## src/rtl/axi_infer_master.sv

```systemverilog
// AXI4 inference master for the wafer-defect accelerator.
// It collects NUM_WORDS input words and writes them as one INCR burst.
// It then reads one result beat and returns a PRED_W-bit class prediction.
// Every AXI wait state has a bounded timeout.
module axi_infer_master #(
  parameter int unsigned          ADDR_W    = 64,
  parameter int unsigned          DATA_W    = 128,
  parameter int unsigned          ID_W      = 12,
  parameter int unsigned          TXN_ID    = 0,
  parameter int unsigned          NUM_WORDS = 4,
  parameter logic [ADDR_W-1:0]    WR_BASE   = '0,
  parameter logic [ADDR_W-1:0]    RD_BASE   = ADDR_W'(64'h1000),
  parameter int unsigned          PRED_W    = 4,
  parameter int unsigned          TIMEOUT   = 1024
) (
  input  logic                clk,
  input  logic                reset,
  input  logic                start,
  input  logic                in_valid,
  output logic                in_ready,
  input  logic [DATA_W-1:0]   in_data,
  output logic                busy,
  output logic                done,
  output logic                err,
  output logic [1:0]          err_code,
  output logic [PRED_W-1:0]   prediction,
  output logic [ID_W-1:0]     m_axi_awid,
  output logic [ADDR_W-1:0]   m_axi_awaddr,
  output logic [7:0]          m_axi_awlen,
  output logic [2:0]          m_axi_awsize,
  output logic [1:0]          m_axi_awburst,
  output logic                m_axi_awvalid,
  input  logic                m_axi_awready,
  output logic [DATA_W-1:0]   m_axi_wdata,
  output logic [DATA_W/8-1:0] m_axi_wstrb,
  output logic                m_axi_wlast,
  output logic                m_axi_wvalid,
  input  logic                m_axi_wready,
  input  logic [ID_W-1:0]     m_axi_bid,
  input  logic [1:0]          m_axi_bresp,
  input  logic                m_axi_bvalid,
  output logic                m_axi_bready,
  output logic [ID_W-1:0]     m_axi_arid,
  output logic [ADDR_W-1:0]   m_axi_araddr,
  output logic [7:0]          m_axi_arlen,
  output logic [2:0]          m_axi_arsize,
  output logic [1:0]          m_axi_arburst,
  output logic                m_axi_arvalid,
  input  logic                m_axi_arready,
  input  logic [DATA_W-1:0]   m_axi_rdata,
  input  logic [ID_W-1:0]     m_axi_rid,
  input  logic [1:0]          m_axi_rresp,
  input  logic                m_axi_rlast,
  input  logic                m_axi_rvalid,
  output logic                m_axi_rready
);
  localparam int CW = $clog2(NUM_WORDS + 1);
  localparam int IW = (NUM_WORDS > 1) ? $clog2(NUM_WORDS) : 1;
  localparam int TW = $clog2(TIMEOUT + 1);
  localparam logic [2:0]      SIZE = 3'($clog2(DATA_W / 8));
  localparam logic [ID_W-1:0] TID  = ID_W'(TXN_ID);

  typedef enum logic [2:0] {
    S_IDLE, S_LOAD, S_WRITE, S_BRESP, S_AR, S_RDATA, S_FIN
  } state_t;

  state_t state, state_d;

  logic [NUM_WORDS-1:0][DATA_W-1:0] wbuf;
  logic [CW-1:0] cnt, beat;
  logic [TW-1:0] tmo;
  logic          aw_vld, w_vld;
  logic          ec_set, pred_set;
  logic [1:0]    ec_d;
  logic          in_fire, aw_fire, w_fire, w_last, tmo_hit;

  assign in_ready = (state == S_LOAD) && (cnt < CW'(NUM_WORDS));
  assign in_fire  = in_valid && in_ready;
  assign w_last   = (beat == CW'(NUM_WORDS - 1));
  assign aw_fire  = aw_vld && m_axi_awready;
  assign w_fire   = w_vld && m_axi_wready;
  assign tmo_hit  = (tmo == TW'(TIMEOUT - 1));

  // State register.
  always_ff @(posedge clk or posedge reset) begin
    if (reset) state <= S_IDLE;
    else       state <= state_d;
  end

  // Next state plus error-code and prediction capture requests.
  always_comb begin
    state_d  = state;
    ec_set   = 1'b0;
    ec_d     = 2'd0;
    pred_set = 1'b0;
    case (state)
      S_IDLE:  if (start) state_d = S_LOAD;
      S_LOAD:  if (in_fire && cnt == CW'(NUM_WORDS - 1)) state_d = S_WRITE;
      S_WRITE: begin
        if ((!aw_vld || aw_fire) && (!w_vld || (w_fire && w_last))) begin
          state_d = S_BRESP;
        end else if (tmo_hit && !aw_fire && !w_fire) begin
          state_d = S_FIN; ec_set = 1'b1; ec_d = 2'd3;
        end
      end
      S_BRESP: begin
        if (m_axi_bvalid) begin
          if (m_axi_bresp != 2'b00 || m_axi_bid != TID) begin
            state_d = S_FIN; ec_set = 1'b1; ec_d = 2'd1;
          end else begin
            state_d = S_AR;
          end
        end else if (tmo_hit) begin
          state_d = S_FIN; ec_set = 1'b1; ec_d = 2'd3;
        end
      end
      S_AR: begin
        if (m_axi_arready) state_d = S_RDATA;
        else if (tmo_hit) begin
          state_d = S_FIN; ec_set = 1'b1; ec_d = 2'd3;
        end
      end
      S_RDATA: begin
        if (m_axi_rvalid && (m_axi_rresp != 2'b00 || m_axi_rid != TID)) begin
          state_d = S_FIN; ec_set = 1'b1; ec_d = 2'd2;
        end else if (m_axi_rvalid && m_axi_rlast) begin
          state_d = S_FIN; pred_set = 1'b1;
        end else if (tmo_hit && !m_axi_rvalid) begin
          state_d = S_FIN; ec_set = 1'b1; ec_d = 2'd3;
        end
      end
      S_FIN:   state_d = S_IDLE;
      default: state_d = S_IDLE;
    endcase
  end

  // Datapath: word buffer, beat and word counters, AW/W valids, result registers.
  always_ff @(posedge clk or posedge reset) begin
    if (reset) begin
      wbuf       <= '0;
      cnt        <= '0;
      beat       <= '0;
      aw_vld     <= 1'b0;
      w_vld      <= 1'b0;
      err_code   <= 2'd0;
      prediction <= '0;
    end else begin
      if (state == S_IDLE && start) begin
        cnt      <= '0;
        beat     <= '0;
        err_code <= 2'd0;
      end
      if (in_fire) begin
        wbuf[cnt[IW-1:0]] <= in_data;
        cnt               <= cnt + 1'b1;
      end
      if (state == S_LOAD && state_d == S_WRITE) begin
        aw_vld <= 1'b1;
        w_vld  <= 1'b1;
        beat   <= '0;
      end
      if (state == S_WRITE) begin
        if (aw_fire) aw_vld <= 1'b0;
        if (w_fire) begin
          beat <= beat + 1'b1;
          if (w_last) w_vld <= 1'b0;
        end
        // A timeout abandons whatever is still outstanding.
        if (state_d == S_FIN) begin
          aw_vld <= 1'b0;
          w_vld  <= 1'b0;
        end
      end
      if (ec_set)   err_code   <= ec_d;
      if (pred_set) prediction <= m_axi_rdata[PRED_W-1:0];
    end
  end

  // Wait-state timer: restarts on every state change and on any WRITE handshake.
  always_ff @(posedge clk or posedge reset) begin
    if (reset) tmo <= '0;
    else if (state_d != state || (state == S_WRITE && (aw_fire || w_fire))) tmo <= '0;
    else if (state == S_WRITE || state == S_BRESP || state == S_AR || state == S_RDATA)
      tmo <= tmo + 1'b1;
  end

  assign busy = (state != S_IDLE);
  assign done = (state == S_FIN);
  assign err  = done && (err_code != 2'd0);

  assign m_axi_awid    = TID;
  assign m_axi_awaddr  = aw_vld ? WR_BASE : '0;
  assign m_axi_awlen   = aw_vld ? 8'(NUM_WORDS - 1) : 8'd0;
  assign m_axi_awsize  = SIZE;
  assign m_axi_awburst = 2'b01;
  assign m_axi_awvalid = aw_vld;

  assign m_axi_wdata   = w_vld ? wbuf[beat[IW-1:0]] : '0;
  assign m_axi_wstrb   = '1;
  assign m_axi_wlast   = w_vld && w_last;
  assign m_axi_wvalid  = w_vld;

  assign m_axi_bready  = (state == S_BRESP);

  assign m_axi_arid    = TID;
  assign m_axi_arvalid = (state == S_AR);
  assign m_axi_araddr  = m_axi_arvalid ? RD_BASE : '0;
  assign m_axi_arlen   = 8'd0;
  assign m_axi_arsize  = SIZE;
  assign m_axi_arburst = 2'b01;

  assign m_axi_rready  = (state == S_RDATA);
endmodule

```

## config.mk

```make
export PLATFORM = sky130hd
export DESIGN_NAME = axi_infer_master
export DESIGN_NICKNAME = d
export VERILOG_FILES = /design/src/rtl/axi_infer_master.sv
export SDC_FILE = /design/constraint.sdc
export NUM_CORES = 1
export LEC_CHECK = 0
export CAP_MARGIN = 10
export CORE_ASPECT_RATIO = 1.75
export CORE_UTILIZATION = 40
export CTS_CLUSTER_SIZE = 14
export DETAILED_ROUTE_END_ITERATION = 6
export HOLD_SLACK_MARGIN = 0.03
export PLACE_DENSITY = 0.66
export SYNTH_ARGS = -nofsm -noshare
export SYNTH_HDL_FRONTEND = slang
export SYNTH_SLANG_ARGS = --single-unit
```

## constraint.sdc

```tcl
create_clock -name clk -period 60 [get_ports clk]
set_input_delay 12 -clock clk [delete_from_list [all_inputs] [get_ports clk]]
set_output_delay 12 -clock clk [all_outputs]
set_load 0.01 [all_outputs]
```

# == After elaboration in Yosys (flattened, before gate mapping) ==
# Cells that the tools add are included.
# totals
memories,0
inputBits,294
register_bits,540
mem_bits_ro,0
out_inout_bits,338
latchBits,0
ram_bits,0
word_cells,135
# op_classes
order_cmp,4
add_sub_neg,3
shift,0
n_mul,0
n_div,0
reduce_logical,42
n_mux,62
eq_ne,12
n_bitwise,0
# ops
op,n
bitwise mux 512 bit,1
2-to-1 mux 128 bit,3
binary-select mux 128 bit (select 2 bit),1
demux 128 bit (select 2 bit),1
2-to-1 mux 3 bit,16
2-to-1 mux 2 bit,12
nonzero test 12 bit,2
2-to-1 mux 1 bit,22
2-to-1 mux 11 bit,2
logical AND 1 bit,18
case mux 3 bit (6 select lines),1
equality test 3 x 2 -> 1 bit (second input constant),5
2-to-1 mux 13 bit,1
equality test 3 bit (second input constant),4
nonzero test 2 bit,6
adder 11 x 1 -> 11 bit (second input constant),1
equality test 11 x 10 -> 1 bit (second input constant),1
logical OR 1 bit,9
case mux 2 bit (4 select lines),1
adder 3 x 1 -> 3 bit (second input constant),2
< comparator 2 x 3 -> 1 bit (second input constant),2
zero test 1 bit,5
case mux 1 bit (4 select lines),1
equality test 3 x 1 -> 1 bit (second input constant),1
5 further kinds,5

# == Longest topological paths before layout ==
# Gate-level depths: netlist of run 1.
# depth
depth_word,14
ltp_mapped,8
mapped_depth_nobuf,7

# == Worst setup path before layout of run 1 ==
# Ideal clock, no wire load.
# synth_timing
kind,flip-flop to output port
from,reg beat[0]
to,out m_axi_wdata[19]
slack_ps,46260
path_stages_with_launch,5
arrival_ps,1740
required_time_ps,48000
path_buffers,2
cell_sequence,dfrtp_1 -> clkbuf_1 -> clkbuf_1 -> mux4_2 -> and2_1
# synth_between
elab_chain_len,3
# synth_rtl
element,line,text
from (decl),70,"logic [CW-1:0] cnt, beat;"
from (signal assigned),165,beat <= beat + 1'b1;
binary-select mux 128 bit (select 2 bit),198,assign m_axi_wdata = w_vld ? wbuf[beat[IW-1:0]] : '0;
2-to-1 mux 128 bit (not written as such),198,
2-to-1 mux 128 bit,198,
to (decl),34,"output logic [DATA_W-1:0] m_axi_wdata,"
# No other way between the ends. The select of a mux whose other input is x is not followed.

# == Final worst setup path of run 1 ==
# layout_timing
from,reg beat[0]
to,out m_axi_wdata[76]
# Same word-level chain as after synthesis.

==> impl_results.md, run 1 <==
* Combinational power share at 0.373
* Minimum clock period at 16310 ps
* FF+latch count, synth at 540
* Status: finished clean
* Critical Path Start Type: flip-flop
* Crit path required time at 48000 ps
* Post-synth ARST share at 1.000
* Final WL at 63670 um
* HP Class: flip-flop to flip-flop
* Largest buffer count on any clock path at 3
* Vias per cell at 5.037
* CTS Sinks at 540
* Post-CTS Setup Inserts at 0
* Post-route DRC at 0
* Htree depth at 2
* Fraction of layout cells with a size suffix above 1 at 0.3655
* FILL cells at 5980
* Skew final at 24.67 ps
* Die Height at 351.2 um
* Normalized max-slew margin at 0.2850
* Die width at 201.6 um
* Initial antenna violation count at 6
* Overflow after GRT at 0
* Reg power frac at 0.403
* Clock share of power at 0.224
* Total Power at 1.599 mW
* Final core utilization at 0.4744
* TritonRoute pass-1 iters at 4
* Final hold slack at 500.6 ps
* Worst EP arrival at 4310 ps
* Finish-stage setup viols at 0
* CTS Buf Count at 53
* IO Port Bufs at 316
* Max frequency at 61.32 MHz
* Wire per inst at 21.30 um
* DR iter-0 viols at 633
* Final net count at 2346
* Setup CP Type: flip-flop to output port
* Maximum number of pins on one net before global-route repair at 135
* RSZ-0062 raised after global routing: no
* Most common flop cell mapped by yosys: dfrtp_1
* Synth Area per Inst at 15.80 um2
* Syn-to-layout area delta at 17.08%
* CORE AREA at 68800 um2
* Syn Inst Count at 1764
* Synth Warn # at 0
* HPWL Detailed at 38730 um
* LEAKAGE at 15.43 nW
* Vias post-DR at 15057
* Post-synth cell types at 52
* Sw Pwr at 0.4488 mW
* Period utilization at 0.2718
* Max-cap violation count at 0
* Switching share of power at 0.2807
* Ports at 632
* Slew @ Worst Pin at 1073 ps
* EDFF count, synth at 0
* GP Congestion at 0.7809
* Final hold violation count at 0
* Clk_lat worst skew at 610 ps
* First-pass GRT wire length at 100400 um
* Root Driver: clkbuf_16
* Internal Power at 1.150 mW
* Power per cell area at 48.97 nW/um2
* Setup TNS at 0 ps
* Peak supply drop at 27.56 uV
* Max-slew violation count at 0
* Total track usage at 0.1815
* Critical path peak fanout at 42
* Critical path endpoint category: output port
* Vias in the first global route at 16927
* Worst-path clk slew at 60 ps
* Post-CTS sizing at 0
* Die area at 70800 um2
* Initial Util at 0.4052
* ANT nets after route at 0
* Row count at 127
* Cell Area, Synth at 27880 um2
* Seq/Total Area, Yosys at 0.4847
* CTS tree: done
* Hold_buf cts at 0
-- path summary, 6_finish.rpt --
check	cells past startpoint	endpoint	slack, ps	start
max	5	m_axi_wdata[76]	43690	beat[0]
min	1	wbuf[381]	500	wbuf[381]
max reg2reg	7	wbuf[217]	55840	state[1]
min reg2reg	1	wbuf[381]	500	wbuf[381]
max in group asynchronous	4	beat[0]	45440	reset
min in group asynchronous	2	wbuf[195]	12010	reset
-- cell families after synthesis --
logic type	count (synthesis)	synth area share
AND/OR/NAND/NOR	214	0.04685
adder cells (fa/ha/maj)	8	0.003590
other	2	0.0002694
multiplexers	646	0.3691
flip-flops	540	0.4847
buffers and inverters	313	0.08433
XOR/XNOR	11	0.003456
AO/OA/AOI/OAI	30	0.007719
-- power groups by stage --
| stage | logic, mW | registers (mW) | clock network, mW |
|---|---|---|---|
| finish | 0.597 | 0.644 | 0.358 |
| global placement | 0.591 | 0.631 | 0 |
| CTS | 0.606 | 0.643 | 0.370 |
| floorplan | 0.477 | 0.602 | 0 |
| global route | 0.640 | 0.664 | 0.382 |
| detailed placement | 0.602 | 0.646 | 0 |
-- registers in the layout, summed over array words and instances, names as in the netlist --
name           cells
cnt                3
state              3
m_axi_awvalid      1
err_code           2
m_axi_wvalid       1
beat               3
prediction         4
tmo               11
wbuf             512
-- area by class of cell --
cell class	instances	area, um2	area share
Multi-Input combinational cell	1100	12760	0.3909
Sequential cell	540	13520	0.4143
Antenna cell	4	10.01	0.0003067
Clock buffer	71	1516	0.04646
Inverter	12	52.55	0.001610
Tap cell	903	1130	0.03461
Timing Repair Buffer	337	3321	0.1017
Clock inverter	22	326.6	0.01000
-- per-stage QoR --
step,worst slack [ps],area (um2),instances
floorplan,32910,28590,1953
global placement,44110,30790,2892
detailed placement,44120,30790,2892
CTS,43460,32630,2985
global route,43270,32640,2989
finish,43690,32640,2989
-- synthesized netlist by cell type, drive strengths merged (7+ instances only) --
cell type	count	share of area
dfrtp	540	0.48
mux2	516	0.26
buf	274	0.079
and2	134	0.030
mux4	128	0.10
clkbuf	27	0.0036
nand2	17	0.0034
nor2	13	0.0020
nor3	13	0.0023
inv	12	0.0016
ha	8	0.0036
o21ai	7	0.0013
-- worst max-delay path: stages, from the launching register on --
cell and delay, ps:
dfrtp_4 740, buf_4 670, buf_4 850, mux4_2 610
and2_1 170, clkdlybuf4s50_1 550
-- layout by cell type, fill, tap and decap left out, types with 4 or more instances in the layout --
cell and count:
dfrtp_1 537, conb_1 191, xor2_1 6, nand4_1 4, clkdlybuf4s50_1 316, clkbuf_8 8
ha_1 8, nand2_8 4, nor2_1 12, buf_4 21, inv_1 11, mux4_2 128
nor4_1 5, clkinv_2 9, nand2_1 13, nand3_1 6, clkbuf_16 55, and3_1 4
and2_1 134, mux2_2 96, mux2_4 420, bufinv_16 8, xnor2_1 5, nor3_1 13
clkbuf_1 8, o21ai_0 7, diode_2 4
-- metal layers --
layer,track usage,vias up,share of wire
met2,0.3199,504,0.51
met3,0.03882,97,0.051
met1,0.2177,7982,0.41
li1,-,6470,-
met4,0.06432,4,0.029
met5,0,-,0.00042
Note: power is estimated with default switching activity, not from simulation.
==> run 2: changes to the inputs <==
Clock period 60 ns to 17.1 ns, I/O delays scaled along.
==> run 2 against run 1 <==
- register-to-register slack got worse by 43000 ps
- clock-buffer cell count increased by 3
- total power increased to 3.6 times the previous value
- sequential power increased to 3.5 times the previous value
- wire length decreased by 1.4%
- final area increased by 0.59%
- combinational power increased to 3.5 times the previous value
- sequential share of layout area decreased by 0.24 points
- clock power increased to 3.8 times the previous value
- clock skew decreased by 0.84 ps
- worst setup slack got worse by 34000 ps
- critical path type unchanged
- largest power group unchanged
==> impl_results.md, run 2 (synthesis results as in run 1) <==
* Syn-to-layout area delta at 17.77%
* Worst-path cell chain: buf_4 -> buf_4 -> mux4_2 -> and2_1 -> clkdlybuf4s50_1
* HPWL Detailed at 38390 um (-0.87%)
* Minimum clock period at 7609 ps
* HP Class: flip-flop to flip-flop
* Power per cell area at 173.6 nW/um2 (+250%)
* Worst-path clk slew at 60 ps (about the same)
* LEAKAGE at 15.51 nW (+0.57%)
* Total track usage at 0.1797 (-0.001841)
* Max-slew violation count at 0 (unchanged)
* Vias in the first global route at 16802 (-0.74%)
* RSZ-0062 raised after global routing: no
* Critical Path Start Type: flip-flop
* Post-CTS sizing at 0 (unchanged)
* Number of flip-flops in the largest register at 512 (unchanged)
* Htree depth at 2 (unchanged)
* IO Port Bufs at 316 (unchanged)
* CTS tree: done
* Normalized max-slew margin at 0.2347 (-0.05026)
* First-pass GRT wire length at 100200 um (-0.23%)
* Vias post-DR at 14994 (-0.42%)
* Post-route DRC at 0 (unchanged)
* Cell area after layout at 32830 um2 (+0.59%)
* Internal Power at 4.111 mW (+260%)
* Setup CP Type: flip-flop to output port
* Reg power frac at 0.396 (-0.007)
* FILL cells at 5936 (-0.74%)
* Maximum number of pins on one net before global-route repair at 88 (-35%)
* Total Power at 5.701 mW (+260%)
* Skew final at 23.83 ps (-0.8355 ps)
* Ports at 632 (unchanged)
* Combinational power share at 0.367 (-0.006)
* Critical path peak fanout at 43 (+2.4%)
* CTS Sinks at 540 (unchanged)
* TritonRoute pass-1 iters at 5 (+1)
* Switching share of power at 0.2789 (-0.001862)
* Most flops, register: wbuf
* Placed cell area at 30780 um2 (about the same)
* Clock share of power at 0.237 (+0.013)
* Vias per cell at 4.998 (-0.78%)
* Slowest cell delay on critical path at 830 ps (-20 ps)
* CORE AREA at 68800 um2 (unchanged)
* Setup TNS at 0 ps (unchanged)
* Most frequent cells in the layout: dfrtp_1 (537), mux2_4 (420), clkdlybuf4s50_1 (316)
* Die area at 70800 um2 (unchanged)
* Wire per inst at 20.94 um (-1.7%)
* Overflow after GRT at 0 (unchanged)
* Final WS setup at 9491 ps (-34200 ps)
* Worst EP arrival at 4190 ps (-120 ps)
* Post-CTS Setup Inserts at 0 (unchanged)
* Fraction of layout cells with a size suffix above 1 at 0.3705 (+0.004945)
* Finish-stage setup viols at 0 (unchanged)
* Initial antenna violation count at 6 (unchanged)
* Initial Util at 0.4052 (unchanged)
* CP most frequent cell: buf_4
* Max-cap violation count at 0 (unchanged)
* Period utilization at 0.4450
* Slowest cell on the critical path: dfrtp_4
* Die Height at 351.2 um (unchanged)
* Max frequency at 131.4 MHz
* Status: finished clean
* Hold_buf cts at 0 (unchanged)
* Final hold violation count at 0 (unchanged)
* CTS Buf Count at 55 (+3.8%)
* Pre-CTS WS at 9702 ps (-34420 ps)
* Die width at 201.6 um (unchanged)
* Row count at 127 (unchanged)
* GP Congestion at 0.7545 (-3.4%)
* Largest buffer count on any clock path at 3 (unchanged)
* Critical path endpoint category: output port
* Crit path required time at 13680 ps (-34320 ps)
* Final hold slack at 479.1 ps (-21.57 ps)
* Peak supply drop at 98.54 uV (+260%)
* Most common cell after layout, fill and taps aside: dfrtp_1
* Sw Pwr at 1.590 mW (+250%)
* DR iter-0 viols at 491 (-22%)
* Clk_lat worst skew at 610 ps (about the same)
* Root Driver: clkbuf_16
* ANT nets after route at 0 (unchanged)
* Final WL at 62810 um (-1.4%)
* Slew @ Worst Pin at 1148 ps (+75.39 ps)
* Biggest registers after layout: wbuf x512, tmo x11, prediction x4
* Final net count at 2348 (+0.085%)
run 2: cell types whose count changed in the layout (fill, tap and decap cells not counted):
cell,change
inv_6,-2
clkbuf_1,-4
bufinv_16,+2
clkbuf_16,+2
clkbuf_8,+5
diode_2,+1
clkinv_2,+3
clkinvlp_4,+4
run 2: final cells by class:
cell class	instances	area [um2]	share of cell area
clock inverter	29	417.9	0.01273
clock buffer	74	1620	0.04935
sequential	540	13520	0.4119
multi-input combinational	1100	12760	0.3886
antenna	5	12.51	0.0003811
tap	903	1130	0.03441
inverter	12	48.80	0.001486
timing repair buffer	337	3321	0.1011
run 2: per-layer routing:
metal | wire length, um | global-route usage
met3 | 3663 | 0.04317
met4 | 1611 | 0.06061
met2 | 31670 | 0.3065
met1 | 25830 | 0.2223
met5 | 25 | 0
run 2: through the flow:
stage,std cells,util
after floorplan,1953,-
after global placement,2892,0.4474
after detailed placement,2892,0.4474
after CTS,2995,0.4770
after global routing,2999,0.4772
final,3000,0.4772
run 2: worst max-delay path, delay by kind of cell (launching register included):
family	cells	cell delay, ps
buf+inv	3	1910
simple gates	1	170
flops	1	830
mux	1	590
run 2: worst paths after layout:
check	from	endpoint	slack, ps	cells after the start
max	beat[0]	m_axi_wdata[99]	9490	5
min	beat[2]	beat[2]	480	2
max reg2reg	state[1]	wbuf[59]	13290	6
min reg2reg	beat[2]	beat[2]	480	2
max in group asynchronous	reset	wbuf[210]	10500	5
min in group asynchronous	reset	wbuf[290]	3330	2
run 2: power by group through the flow:
| stage | Sequential, mW | Clock [mW] | Combinational [mW] |
|---|---|---|---|
| 5_1_grt | 2.33 | 1.44 | 2.24 |
| 2_1_floorplan | 2.11 | 0 | 1.67 |
| 3_5_place_dp | 2.27 | 0 | 2.11 |
| 6_report | 2.26 | 1.35 | 2.09 |
| 3_3_place_gp | 2.21 | 0 | 2.07 |
| 4_1_cts | 2.25 | 1.39 | 2.12 |
